===== config.mk =====
export PLATFORM = sky130hd
export DESIGN_NAME = execute_unit
export DESIGN_NICKNAME = d
export VERILOG_FILES = /design/src/rtl/exec_pkg.sv /design/src/rtl/exec_alu.sv /design/src/rtl/execute_unit.sv
export SDC_FILE = /design/constraint.sdc
export NUM_CORES = 1
export LEC_CHECK = 0
export ABC_AREA = 1
export BUFFER_PORTS_ARGS = -buffer_cell sky130_fd_sc_hd__buf_2
export CELL_PAD_IN_SITES_DETAIL_PLACEMENT = 1
export CELL_PAD_IN_SITES_GLOBAL_PLACEMENT = 1
export CORE_AREA = 2 2 81 83
export CTS_BUF_LIST = sky130_fd_sc_hd__clkbuf_8
export DETAILED_ROUTE_END_ITERATION = 10
export DIE_AREA = 0 0 83 85
export PLACE_DENSITY = 0.82
export SETUP_SLACK_MARGIN = 0.5
export SYNTH_ARGS = -nofsm -noshare
export SYNTH_HDL_FRONTEND = slang
export SYNTH_SLANG_ARGS = --single-unit

===== constraint.sdc =====
create_clock -name clk -period 2.75 [get_ports clk]
set_input_delay 0.55 -clock clk [delete_from_list [all_inputs] [get_ports clk]]
set_output_delay 0.55 -clock clk [all_outputs]
set_load 0.005 [all_outputs]

===== src/rtl/exec_pkg.sv =====
// Shared definitions for the execute stage: control codes, FSM states, default widths
// and the instruction-register payload.
package exec_pkg;

  localparam int unsigned DATA_W_DEF = 8;
  localparam int unsigned ADDR_W_DEF = 4;
  localparam int unsigned MC_W       = 5;
  localparam int unsigned OPND_W     = 4;

  localparam logic [MC_W-1:0] MC_NOP  = 5'd0;
  localparam logic [MC_W-1:0] MC_LDI  = 5'd1;
  localparam logic [MC_W-1:0] MC_ADDI = 5'd2;
  localparam logic [MC_W-1:0] MC_SUBI = 5'd3;
  localparam logic [MC_W-1:0] MC_ANDI = 5'd4;
  localparam logic [MC_W-1:0] MC_ORI  = 5'd5;
  localparam logic [MC_W-1:0] MC_XORI = 5'd6;
  localparam logic [MC_W-1:0] MC_SHL  = 5'd7;
  localparam logic [MC_W-1:0] MC_SHR  = 5'd8;
  localparam logic [MC_W-1:0] MC_JMP  = 5'd9;
  localparam logic [MC_W-1:0] MC_JZ   = 5'd10;
  localparam logic [MC_W-1:0] MC_JC   = 5'd11;
  localparam logic [MC_W-1:0] MC_OUT  = 5'd12;
  localparam logic [MC_W-1:0] MC_HALT = 5'd13;
  localparam logic [MC_W-1:0] MC_FIRST_ILLEGAL = 5'd14;

  typedef enum logic [2:0] {
    ST_FETCH,
    ST_EXEC,
    ST_NEXT,
    ST_OUT_WAIT,
    ST_HALT
  } state_e;

  typedef struct packed {
    logic [MC_W-1:0]   mc;
    logic [OPND_W-1:0] operand;
  } ir_t;

  function automatic logic is_illegal(input logic [MC_W-1:0] mc);
    return mc >= MC_FIRST_ILLEGAL;
  endfunction

endpackage


===== src/rtl/exec_alu.sv =====
// Combinational ALU for the execute stage: computes the new accumulator and flags
// for the instruction held in IR, and whether the op writes the accumulator at all.
module exec_alu
  import exec_pkg::*;
#(
  parameter int unsigned DATA_W = DATA_W_DEF
) (
  input  logic [MC_W-1:0]   op,
  input  logic [DATA_W-1:0] acc,
  input  logic [DATA_W-1:0] imm,
  input  logic              flag_z,
  input  logic              flag_c,
  output logic [DATA_W-1:0] acc_c,
  output logic              flag_z_c,
  output logic              flag_c_c,
  output logic              writes_acc_c
);

  logic [DATA_W:0] sum;
  logic [DATA_W:0] diff;

  // Top bit of the widened add/sub is carry-out or borrow respectively.
  assign sum  = {1'b0, acc} + {1'b0, imm};
  assign diff = {1'b0, acc} - {1'b0, imm};

  always_comb begin
    acc_c        = acc;
    flag_c_c     = flag_c;
    writes_acc_c = 1'b1;
    case (op)
      MC_LDI:  acc_c = imm;
      MC_ADDI: begin
        acc_c    = sum[DATA_W-1:0];
        flag_c_c = sum[DATA_W];
      end
      MC_SUBI: begin
        acc_c    = diff[DATA_W-1:0];
        flag_c_c = diff[DATA_W];
      end
      MC_ANDI: acc_c = acc & imm;
      MC_ORI:  acc_c = acc | imm;
      MC_XORI: acc_c = acc ^ imm;
      MC_SHL: begin
        acc_c    = {acc[DATA_W-2:0], 1'b0};
        flag_c_c = acc[DATA_W-1];
      end
      MC_SHR: begin
        acc_c    = {1'b0, acc[DATA_W-1:1]};
        flag_c_c = acc[0];
      end
      default: writes_acc_c = 1'b0;
    endcase
    flag_z_c = writes_acc_c ? (acc_c == '0) : flag_z;
  end

endmodule


===== src/rtl/execute_unit.sv =====
// Three-cycle execute sequencer (FETCH/EXEC/NEXT) with output-port stall and halt states;
// owns the accumulator, flags, PC control pulses and the valid/ready output port.
module execute_unit
  import exec_pkg::*;
#(
  parameter int unsigned DATA_W = DATA_W_DEF,
  parameter int unsigned ADDR_W = ADDR_W_DEF
) (
  input  logic              clk,
  input  logic              rst,
  input  logic [MC_W-1:0]   mc,
  input  logic [OPND_W-1:0] operand,
  output logic              pc_inc,
  output logic              pc_load,
  output logic [ADDR_W-1:0] pc_target,
  output logic [DATA_W-1:0] acc,
  output logic              flag_z,
  output logic              flag_c,
  output logic [DATA_W-1:0] out_data,
  output logic              out_valid,
  input  logic              out_ready,
  output logic              halted,
  output logic              illegal
);

  state_e state, state_d;
  ir_t    ir, ir_d;

  logic [DATA_W-1:0] acc_d, out_data_d, alu_acc_c;
  logic flag_z_d, flag_c_d, out_valid_d, halted_d, illegal_d;
  logic pc_inc_d, pc_load_d;
  logic alu_z_c, alu_c_c, alu_writes_c, jump_taken_c;

  exec_alu #(.DATA_W(DATA_W)) u_alu (
    .op           (ir.mc),
    .acc          (acc),
    .imm          (DATA_W'(ir.operand)),
    .flag_z       (flag_z),
    .flag_c       (flag_c),
    .acc_c        (alu_acc_c),
    .flag_z_c     (alu_z_c),
    .flag_c_c     (alu_c_c),
    .writes_acc_c (alu_writes_c)
  );

  assign pc_target = ADDR_W'(ir.operand);

  // Conditional jumps look at the flags as they stand on entry to EXEC.
  assign jump_taken_c = (ir.mc == MC_JMP) ||
                        ((ir.mc == MC_JZ) && flag_z) ||
                        ((ir.mc == MC_JC) && flag_c);

  always_ff @(posedge clk or posedge rst) begin
    if (rst) begin
      state     <= ST_FETCH;
      ir        <= '0;
      acc       <= '0;
      flag_z    <= 1'b0;
      flag_c    <= 1'b0;
      out_data  <= '0;
      out_valid <= 1'b0;
      pc_inc    <= 1'b0;
      pc_load   <= 1'b0;
      halted    <= 1'b0;
      illegal   <= 1'b0;
    end else begin
      state     <= state_d;
      ir        <= ir_d;
      acc       <= acc_d;
      flag_z    <= flag_z_d;
      flag_c    <= flag_c_d;
      out_data  <= out_data_d;
      out_valid <= out_valid_d;
      pc_inc    <= pc_inc_d;
      pc_load   <= pc_load_d;
      halted    <= halted_d;
      illegal   <= illegal_d;
    end
  end

  // Next state plus next values of every registered output.
  always_comb begin
    state_d     = state;
    ir_d        = ir;
    acc_d       = acc;
    flag_z_d    = flag_z;
    flag_c_d    = flag_c;
    out_data_d  = out_data;
    out_valid_d = out_valid;
    pc_inc_d    = 1'b0;
    pc_load_d   = 1'b0;
    halted_d    = halted;
    illegal_d   = 1'b0;

    case (state)
      ST_FETCH: begin
        ir_d      = '{mc: mc, operand: operand};
        illegal_d = is_illegal(mc);
        state_d   = ST_EXEC;
      end
      ST_EXEC: begin
        if (ir.mc == MC_OUT) begin
          out_data_d  = acc;
          out_valid_d = 1'b1;
          state_d     = ST_OUT_WAIT;
        end else if (ir.mc == MC_HALT) begin
          halted_d = 1'b1;
          state_d  = ST_HALT;
        end else begin
          if (alu_writes_c) begin
            acc_d    = alu_acc_c;
            flag_z_d = alu_z_c;
            flag_c_d = alu_c_c;
          end
          pc_load_d = jump_taken_c;
          pc_inc_d  = !jump_taken_c;
          state_d   = ST_NEXT;
        end
      end
      ST_OUT_WAIT: begin
        if (out_ready) begin
          out_valid_d = 1'b0;
          pc_inc_d    = 1'b1;
          state_d     = ST_NEXT;
        end
      end
      ST_NEXT: state_d = ST_FETCH;
      ST_HALT: state_d = ST_HALT;
      default: state_d = ST_FETCH;
    endcase
  end

endmodule


==> metrics.txt, run 1 <==
outcome finished, final reports clean; Hold WS 0.3599 ns; Worst Clk Skew 0.006722 ns; fraction of layout cells with a size suffix above 1 20.87%; P&R area growth vs syn 16.65%; Worst setup EP type flip-flop; slew of the pin with the lowest slew margin 0.6229 ns; max-cap violation count 0; min cycle time layout 2.179 ns; Final Hold Viols 0; Synth top area share 34.69%; DRT antenna net count 0; CP Launch Type flip-flop; critical setup path kind flip-flop to flip-flop; total track usage 23.40%; largest net degree at the start of global routing 36; Worst-path clk slew 0.08 ns; Post-Synthesis Cells 372; Synth Net Count 398; Crit Path Max Fanout 5; Flop pwr share 28.3%; setup TNS 0 ns; leakage 0.001560 uW; DIE AREA 7055 um^2; initial DRC count 120; Root Driver clkbuf_8; Final setup viols 0; Slew headroom 58.32%; crit path DAT 2.42 ns; Synthesis Warnings 0; Placeable Area 6205 um^2; Max clock buf depth 2; DR WL/cell 16.56 um; fmax 458.8 MHz; Worst R2R Setup Slack 0.57 ns; die width 83 um; nets 437; Reg-to-Reg Start pc_target[0]$_DFFE_PP0P_; register bit count reported by yosys 35; synth unique cells 30; critical path startpoint pc_target[0]$_DFFE_PP0P_; mapped cell area 2525 um^2; final setup margin 0.5706 ns; fin crit share 79.25%; RSZ-0062 raised after global routing yes; Vias per Instance 5.325; Ant. Diodes 0; # port buffers 38; Crit path top cell by count nand2_1; synthesized area per cell 6.787 um^2; Yosys top cell by area dfrtp_1; Hold Buf Count CTS 0; clock network power share 14.6%; number of H-tree levels 2; Clock Latency Late Sink 0.30 ns; DRC viols 0; commonest non-fill, non-tap cell in the layout nand2_1; Comb power frac 57.1%; global-route wire length before repair 13190 um; Core Rows 29; grt ovf 0; io pins 39; sequential fraction of the synthesis area 34.69%; Pre-Repair DR Iteration Count 4; Slew Viols, Final 0; CTS Buf Count 5; PD cells 1112 nW/um^2; Die Y 85 um; hold crit path type input pin to async pin; final WL 8099 um; switching share of total power 50.94%; Synth area leaders dfrtp_1, nand2_1, nor2_1, nand3_1, o21ai_0; Crit path largest cell delay 0.44 ns; Psw 1668 uW; vias after detailed routing 2604; WP data required 2.99 ns; Clock Sinks 35; vias in the first global route 2708; starting density of the core 40.69%; Max VDD drop 410.1 uV; Slowest-stage cell, CP dfrtp_1; RD Place Congestion 0.8930; CTS tree done; initial antenna violation count 0; dpl hpwl 6184 um; worst slack at placement 0.4334 ns; Power Internal 1607 uW; most frequent cells in the layout nand2_1, nor2_1, buf_2; worst-path cell chain ha_1 -> fa_2 -> xor2_1 -> nand2_1 -> nand2_1 -> nor2_1 -> nand2_1 -> nor2_4 -> nand3_1 -> nor2_1 -> nand3_1 -> nand2_1
routing by layer:
| layer | track usage, % | part of all wire [%] |
|---|---|---|
| met5 | 0 | 0 |
| met4 | 7.750 | 1.7 |
| met3 | 3.502 | 4.2 |
| met2 | 42.52 | 50 |
| met1 | 28.41 | 44 |
power groups by stage:
stage / Combinational, uW / Sequential [uW] / Clock (uW)
after global routing: 2120 / 961 / 512
final: 1870 / 927 / 480
after global placement: 1690 / 917 / 0
after floorplan: 1300 / 860 / 0
after CTS: 1810 / 921 / 484
after detailed placement: 1760 / 927 / 0
sequential cells by signal (all words and copies together) (netlist names), 3 cells and up:
| register | flops |
|---|---|
| acc | 8 |
| out_data | 8 |
| ir | 5 |
| pc_target | 4 |
| state | 3 |
worst max-delay path, delay by kind of cell, from the launching register on:
kind / cells / cell delay [ns]
AND/OR/NAND/NOR: 9 / 0.83
adder cells (fa/ha/maj): 2 / 0.70
flip-flops: 1 / 0.44
XOR/XNOR: 1 / 0.17
stage by stage:
| step | total power [uW] | cells | instance area, um^2 | util, % |
|---|---|---|---|---|
| 2_1_floorplan | 2161 | 372 | 2525 | - |
| 3_3_place_gp | 2606 | 479 | 2773 | 44.69 |
| 3_5_place_dp | 2684 | 479 | 2773 | 44.69 |
| 4_1_cts | 3212 | 488 | 2904 | 46.80 |
| 5_1_grt | 3596 | 489 | 2945 | 47.47 |
| 6_report | 3275 | 489 | 2945 | 47.47 |
cells by family after synthesis:
kind of cell             after synthesis  synth area share [%]
adder cells (fa/ha/maj)               14                 7.532
AO/OA/AOI/OAI                         50                 10.26
flip-flops                            35                 34.69
buffers and inverters                 59                 9.564
XOR/XNOR                               2                0.6939
AND/OR/NAND/NOR                      212                 37.26
layout make-up:
type | count | area, um^2
clock buffer | 5 | 68.82
sequential | 35 | 880.8
tap | 77 | 96.34
timing repair buffer | 43 | 227.7
clock inverter | 3 | 43.79
inverter | 48 | 180.2
multi-input combinational | 278 | 1448
fill | 851 | 3259
synthesized netlist by cell type:
library cell / number
nand2_1: 99
nor2_1: 47
inv_1: 40
dfrtp_1: 35
nand3_1: 35
o21ai_0: 34
nand4_1: 13
ha_1: 12
a21oi_1: 9
inv_2: 7
buf_2: 4
buf_4: 4
nor2_2: 4
nor3_1: 4
clkbuf_1: 3
nor2_4: 3
o21ai_1: 3
fa_1: 2
nand2_2: 2
nand3_2: 2
a31oi_1: 1
a41oi_1: 1
clkinv_1: 1
nand2_4: 1
nor3b_1: 1
o21a_1: 1
o22ai_1: 1
or2_2: 1
xnor2_1: 1
xor2_1: 1
path summary, 6_finish.rpt:
kind | endpoint | cells after the start
setup / recovery | flag_z$_DFFE_PP0P_ | 12
hold / removal | halted$_DFFE_PP0P_ | 3
setup reg to reg | flag_z$_DFFE_PP0P_ | 12
hold reg to reg | out_data[0]$_DFFE_PP0P_ | 2
max in group asynchronous | acc[2]$_DFFE_PP0P_ | 3
min in group clk | pc_target[0]$_DFFE_PP0P_ | 3
repair_timing:
item / CTS / global route
pin swaps: 0 / 2
endpoints found under the hold margin: 0 / 0
gates cloned: 0 / 0
buffers inserted: 1 / 1
endpoints found under the setup margin: 2 / 4
gates resized for setup: 5 / 12
(Power assumes the default switching activity.)
==> inputs of run 2 (changes only) <==
clock period = 2.2 ns   (was 2.75 ns; I/O delays follow)
==> metrics.txt, run 2 (synthesis gave the netlist of run 1 again) <==
initial DRC count 214 (+78%); Die Y 85 um (unchanged); Critical Path Sink flag_z$_DFFE_PP0P_; io pins 39 (unchanged); hold crit path type input pin to async pin; Max VDD drop 742.1 uV (+81%); Placeable Area 6205 um^2 (unchanged); critical setup path kind flip-flop to flip-flop; Clock Sinks 35 (unchanged); P&R area growth vs syn 33.45%; Vias per Instance 5.652 (+6.1%); RR Endpoint flag_z$_DFFE_PP0P_; DRT antenna net count 0 (unchanged); final instance area 3369 um^2 (+14%); Final Hold Viols 0 (unchanged); CP Launch Type flip-flop; Reg2Reg Depth 14 (+2); Flop pwr share 23.0% (-5.3 points); switching share of total power 51.53% (+0.59 points); Worst-path clk slew 0.09 ns (about the same); starting density of the core 40.69% (unchanged); initial antenna violation count 0 (unchanged); RD Place Congestion 0.9218 (+3.2%); Root Driver clkbuf_8; total track usage 25.24% (+1.8 points); Fillers 784 (-7.9%); largest net degree at the start of global routing 36 (unchanged); leakage 0.001681 uW (+7.8%); Overall Power 5048 uW (+54%); commonest non-fill, non-tap cell in the layout nand2_1; fmax 445.1 MHz (-3.0%); RSZ-0062 raised after global routing yes; Hold Buf Count CTS 0 (unchanged); Pre-Repair DR Iteration Count 4 (unchanged); vias in the first global route 2901 (+7.1%); DIE AREA 7055 um^2 (unchanged); crit path DAT 2.47 ns (+0.05 ns); fraction of layout cells with a size suffix above 1 35.40% (+15 points); min cycle time layout 2.247 ns (+0.06724 ns); Worst Clk Skew 0.01160 ns (+0.004878 ns); clock network power share 12.0% (-2.6 points); nets 460 (+5.3%); area of the multi-input gates 1673 um^2 (+16%); Power Internal 2447 uW (+52%); Reg-to-Reg Start acc[0]$_DFFE_PP0P_; Worst setup EP type flip-flop; Slew Viols, Final 0 (unchanged); Final setup viols 1 (+1); Core Rows 29 (unchanged); DR WL/cell 19.26 um (+16%); die width 83 um (unchanged); CTS Buf Count 5 (unchanged); Hold WS 0.2485 ns (-0.1114 ns); biggest regs acc x8, out_data x8, ir x5; Comb power frac 65.0% (+7.9 points); FF+latch area 884.6 um^2 (+0.43%); critical path startpoint acc[0]$_DFFE_PP0P_; global-route wire length before repair 14230 um (+7.8%); final setup margin -0.04663 ns (-0.6172 ns); CTS tree done; outcome complete, but fails checks; final non-filler cell total 512 (+4.7%); grt ovf 0 (unchanged); max-cap violation count 0 (unchanged); Ant. Diodes 0 (unchanged); final WL 9859 um (+22%); slew of the pin with the lowest slew margin 0.5212 ns (-0.1017 ns); Crit Path Max Fanout 4 (-1); DRC viols 0 (unchanged); fin crit share 102.1% (+23 points); number of H-tree levels 2 (unchanged); Max clock buf depth 2 (unchanged); Worst R2R Setup Slack -0.05 ns (-0.62 ns); # port buffers 38 (unchanged); Slew headroom 65.25% (+6.9 points); most frequent cells in the layout nand2_1, buf_2, nor2_1; Psw 2601 uW (+56%); PD cells 1498 nW/um^2 (+35%); failing checks setup timing; placed instance count 489 (+2.1%); dpl hpwl 6136 um (-0.77%); WP data required 2.43 ns (-0.56 ns); setup TNS -0.04663 ns (-0.04663 ns); DP Area 2860 um^2 (+3.2%); vias after detailed routing 2894 (+11%); Clock Latency Late Sink 0.30 ns (about the same)
run 2: cell count changes in the layout (fill, tap and decap cells not counted), sizes merged:
| cell | before | now |
|---|---|---|
| inv | 47 | 46 |
| buf | 43 | 66 |
| clkinv | 3 | 4 |
run 2: stage by stage:
stage / util [%] / setup slack (ns)
after CTS: 51.10 / 0.1301
final: 54.31 / -0.04663
after global routing: 54.31 / -0.1081
after global placement: 46.10 / 0.02528
after detailed placement: 46.10 / -0.02383
after floorplan: - / 0.3667
run 2: worst max-delay path, stage by stage (launching register included):
cell	delay [ns]
dfrtp_2	0.46
inv_2	0.10
ha_4	0.15
inv_2	0.04
fa_2	0.37
xnor2_1	0.14
nand2_1	0.06
nand2_1	0.06
nor2_1	0.12
nand2_1	0.11
nor2_4	0.10
nand3_2	0.12
nor2_2	0.13
nand3_1	0.11
nand2_1	0.09
run 2: per-layer routing:
metal	routed length [um]	part of all wire [%]	vias up	track usage (%)
li1	-	-	1327	-
met1	4119	42	1420	29.91
met2	4827	49	102	44.57
met3	323	3.3	45	3.210
met4	588	6.0	0	13.71
met5	0	0	-	0
run 2: power by group through the flow:
| stage | Clock [uW] | Combinational [uW] | Sequential, uW |
|---|---|---|---|
| after global placement | 0 | 2300 | 1120 |
| final | 604 | 3280 | 1160 |
| after global routing | 641 | 3550 | 1190 |
| after floorplan | 0 | 1680 | 1080 |
| after detailed placement | 0 | 2380 | 1130 |
| after CTS | 597 | 2770 | 1120 |
run 2: final cells by class:
type	count	area share (%)
multi-input cells	278	49.65
flip-flops and latches	35	26.25
repair buffers	66	12.37
inverters	48	5.533
well taps	77	2.859
clock buffers	5	2.042
clock inverters	3	1.300
run 2: timing repair:
item                                    4_1_cts  5_1_grt
endpoints found under the setup margin       10       10
endpoints found under the hold margin         0        0
gates resized for setup                      37       39
setup buffers                                 9        6
pin swaps                                     6       19
run 2: worst min path at each step:
stage	startpoint	to	slack, ns	cells past startpoint
floorplan	halted$_DFFE_PP0P_	halted$_DFFE_PP0P_	0.46	2
global placement	halted$_DFFE_PP0P_	halted$_DFFE_PP0P_	0.44	2
detailed placement	out_data[3]$_DFFE_PP0P_	out_data[3]$_DFFE_PP0P_	0.47	2
CTS	rst	halted$_DFFE_PP0P_	0.26	3
global route	rst	out_valid$_DFFE_PP0P_	0.28	3
finish	rst	acc[0]$_DFFE_PP0P_	0.25	3
==> inputs of run 3 (changes only) <==
PLACE_DENSITY = default   (was 0.82)
PLACE_DENSITY_LB_ADDON = 0.3   (was default)
SLEW_MARGIN = 20   (was default)
==> metrics.txt, run 3 (synthesis gave the netlist of run 1 again) <==
crit path DAT 2.50 ns (+0.03 ns); Pre-Repair DR Iteration Count 6 (+2); leakage 0.001757 uW (+4.5%); PD cells 1551 nW/um^2 (+3.5%); Crit path top cell by count nand2_1; hold crit path type input pin to async pin; WP data required 2.42 ns (about the same); min cycle time layout 2.282 ns (+0.03585 ns); most frequent cells in the layout nand2_1, buf_2, nor2_1; number of H-tree levels 2 (unchanged); CP Launch Type flip-flop; RD Place Congestion 0.9902 (+7.4%); Clock Sinks 35 (unchanged); dpl hpwl 6434 um (+4.9%); final WL 11210 um (+14%); vias in the first global route 3041 (+4.8%); Final Hold Viols 0 (unchanged); # port buffers 38 (unchanged); final core occ 56.56% (+2.3 points); Final setup viols 1 (unchanged); die width 83 um (unchanged); RSZ-0062 raised after global routing yes; Crit path largest cell delay 0.44 ns (-0.02 ns); failing checks setup timing; fraction of layout cells with a size suffix above 1 37.78% (+2.4 points); Worst-path clk slew 0.09 ns (about the same); DP Area 2853 um^2 (-0.26%); final instance area 3510 um^2 (+4.2%); Power Internal 2582 uW (+5.5%); DRT antenna net count 0 (unchanged); Slew Viols, Final 0 (unchanged); Root Driver clkbuf_8; CTS Buf Count 5 (unchanged); P&R area growth vs syn 39.00%; grt ovf 0 (unchanged); Worst Clk Skew 0.01091 ns (-0.0006896 ns); Vias per Instance 5.909 (+4.5%); Hold Buf Count CTS 0 (unchanged); Placeable Area 6205 um^2 (unchanged); Clock Latency Late Sink 0.30 ns (about the same); Die Y 85 um (unchanged); initial DRC count 223 (+4.2%); Overall Power 5442 uW (+7.8%); Core Rows 29 (unchanged); Worst setup EP type flip-flop; critical setup path kind flip-flop to flip-flop; Max clock buf depth 2 (unchanged); Flop pwr share 21.7% (-1.3 points); Crit Path Max Fanout 3 (-1); WP buf/inv 2 (unchanged); final setup margin -0.08248 ns (-0.03585 ns); Psw 2860 uW (+10%); commonest non-fill, non-tap cell in the layout nand2_1; biggest regs acc x8, out_data x8, ir x5; Slew headroom 65.62% (+0.37 points); fmax 438.1 MHz (-1.6%); Slowest-stage cell, CP dfrtp_2; nets 467 (+1.5%); DRC viols 0 (unchanged); clock network power share 11.2% (-0.8 points); top cell family by delay on the critical path simple AND/OR/NAND/NOR gates; DR WL/cell 21.61 um (+12%); fin crit share 103.7% (+1.6 points); DIE AREA 7055 um^2 (unchanged); CTS tree done; slew of the pin with the lowest slew margin 0.5157 ns (-0.005512 ns); Comb power frac 67.1% (+2.1 points); initial antenna violation count 0 (unchanged); worst-path cell chain inv_2 -> ha_4 -> inv_2 -> fa_2 -> xnor2_1 -> nand2_1 -> nand2_1 -> nor2_2 -> nand2_2 -> nor2_4 -> nand3_2 -> nor2_2 -> nand3_1 -> nand2_1; starting density of the core 40.69% (unchanged); io pins 39 (unchanged); setup TNS -0.08248 ns (-0.03585 ns); outcome complete, but fails checks; Max VDD drop 760.1 uV (+2.4%); vias after detailed routing 3067 (+6.0%); largest net degree at the start of global routing 36 (unchanged); max-cap violation count 0 (unchanged); switching share of total power 52.55% (+1.0 points); global-route wire length before repair 15310 um (+7.6%); total track usage 27.20% (+2.0 points); Ant. Diodes 0 (unchanged); Fillers 795 (+1.4%)
[run 3: final cells by class]
type                    instances  area (um^2)  area share, %
clock inverters                 3        43.79          1.248
well taps                      77        96.34          2.745
inverters                      48        191.4          5.455
multi-input cells             278         1744          49.70
repair buffers                 73        480.5          13.69
flip-flops and latches         35        884.6          25.20
clock buffers                   5        68.82          1.961
[run 3: worst reg2reg max path, cell delays in order (launching register included)]
cell	delay (ns)
dfrtp_2	0.44
inv_2	0.09
ha_4	0.15
inv_2	0.04
fa_2	0.37
xnor2_1	0.15
nand2_1	0.10
nand2_1	0.08
nor2_2	0.11
nand2_2	0.08
nor2_4	0.11
nand3_2	0.12
nor2_2	0.14
nand3_1	0.10
nand2_1	0.12
[run 3: final timing paths]
path / startpoint / to / slack (ns) / cells past startpoint
min: rst / pc_inc$_DFF_PP0_ / 0.25 / 3
min in group clk: mc[0] / ir[4]$_DFFE_PP0P_ / 0.35 / 3
max: acc[0]$_DFFE_PP0P_ / flag_z$_DFFE_PP0P_ / -0.08 / 14
max reg2reg: acc[0]$_DFFE_PP0P_ / flag_z$_DFFE_PP0P_ / -0.08 / 14
min reg2reg: out_data[0]$_DFFE_PP0P_ / out_data[0]$_DFFE_PP0P_ / 0.50 / 2
max in group asynchronous: rst / pc_target[0]$_DFFE_PP0P_ / 1.58 / 3
[run 3: layer usage]
layer  vias up  GRT usage, %  wire, um
li1       1339             -         -
met2       174         47.65      5500
met1      1503         32.97      4439
met3        51         3.794       727
met4         0         13.26       546
met5         -             0         0
[run 3: metrics by stage]
stage / std cells / worst slack, ns / hold WS (ns)
floorplan: 372 / 0.3667 / 0.4571
global placement: 488 / -0.02528 / 0.4443
detailed placement: 488 / -0.02549 / 0.4817
CTS: 508 / 0.1853 / 0.2742
global route: 519 / -0.1395 / 0.2961
finish: 519 / -0.08248 / 0.2498
[run 3: what timing repair did]
action	in CTS	in global routing
pin swaps	16	17
setup buffers	12	11
resized for setup	50	47
endpoints found under the setup margin	9	10
[run 3: power groups by stage]
stage	Clock [uW]	Sequential (uW)	Combinational [uW]
CTS	604	1130	2860
detailed placement	0	1130	2400
global placement	0	1120	2330
finish	609	1180	3650
global route	633	1210	3890
floorplan	0	1080	1680
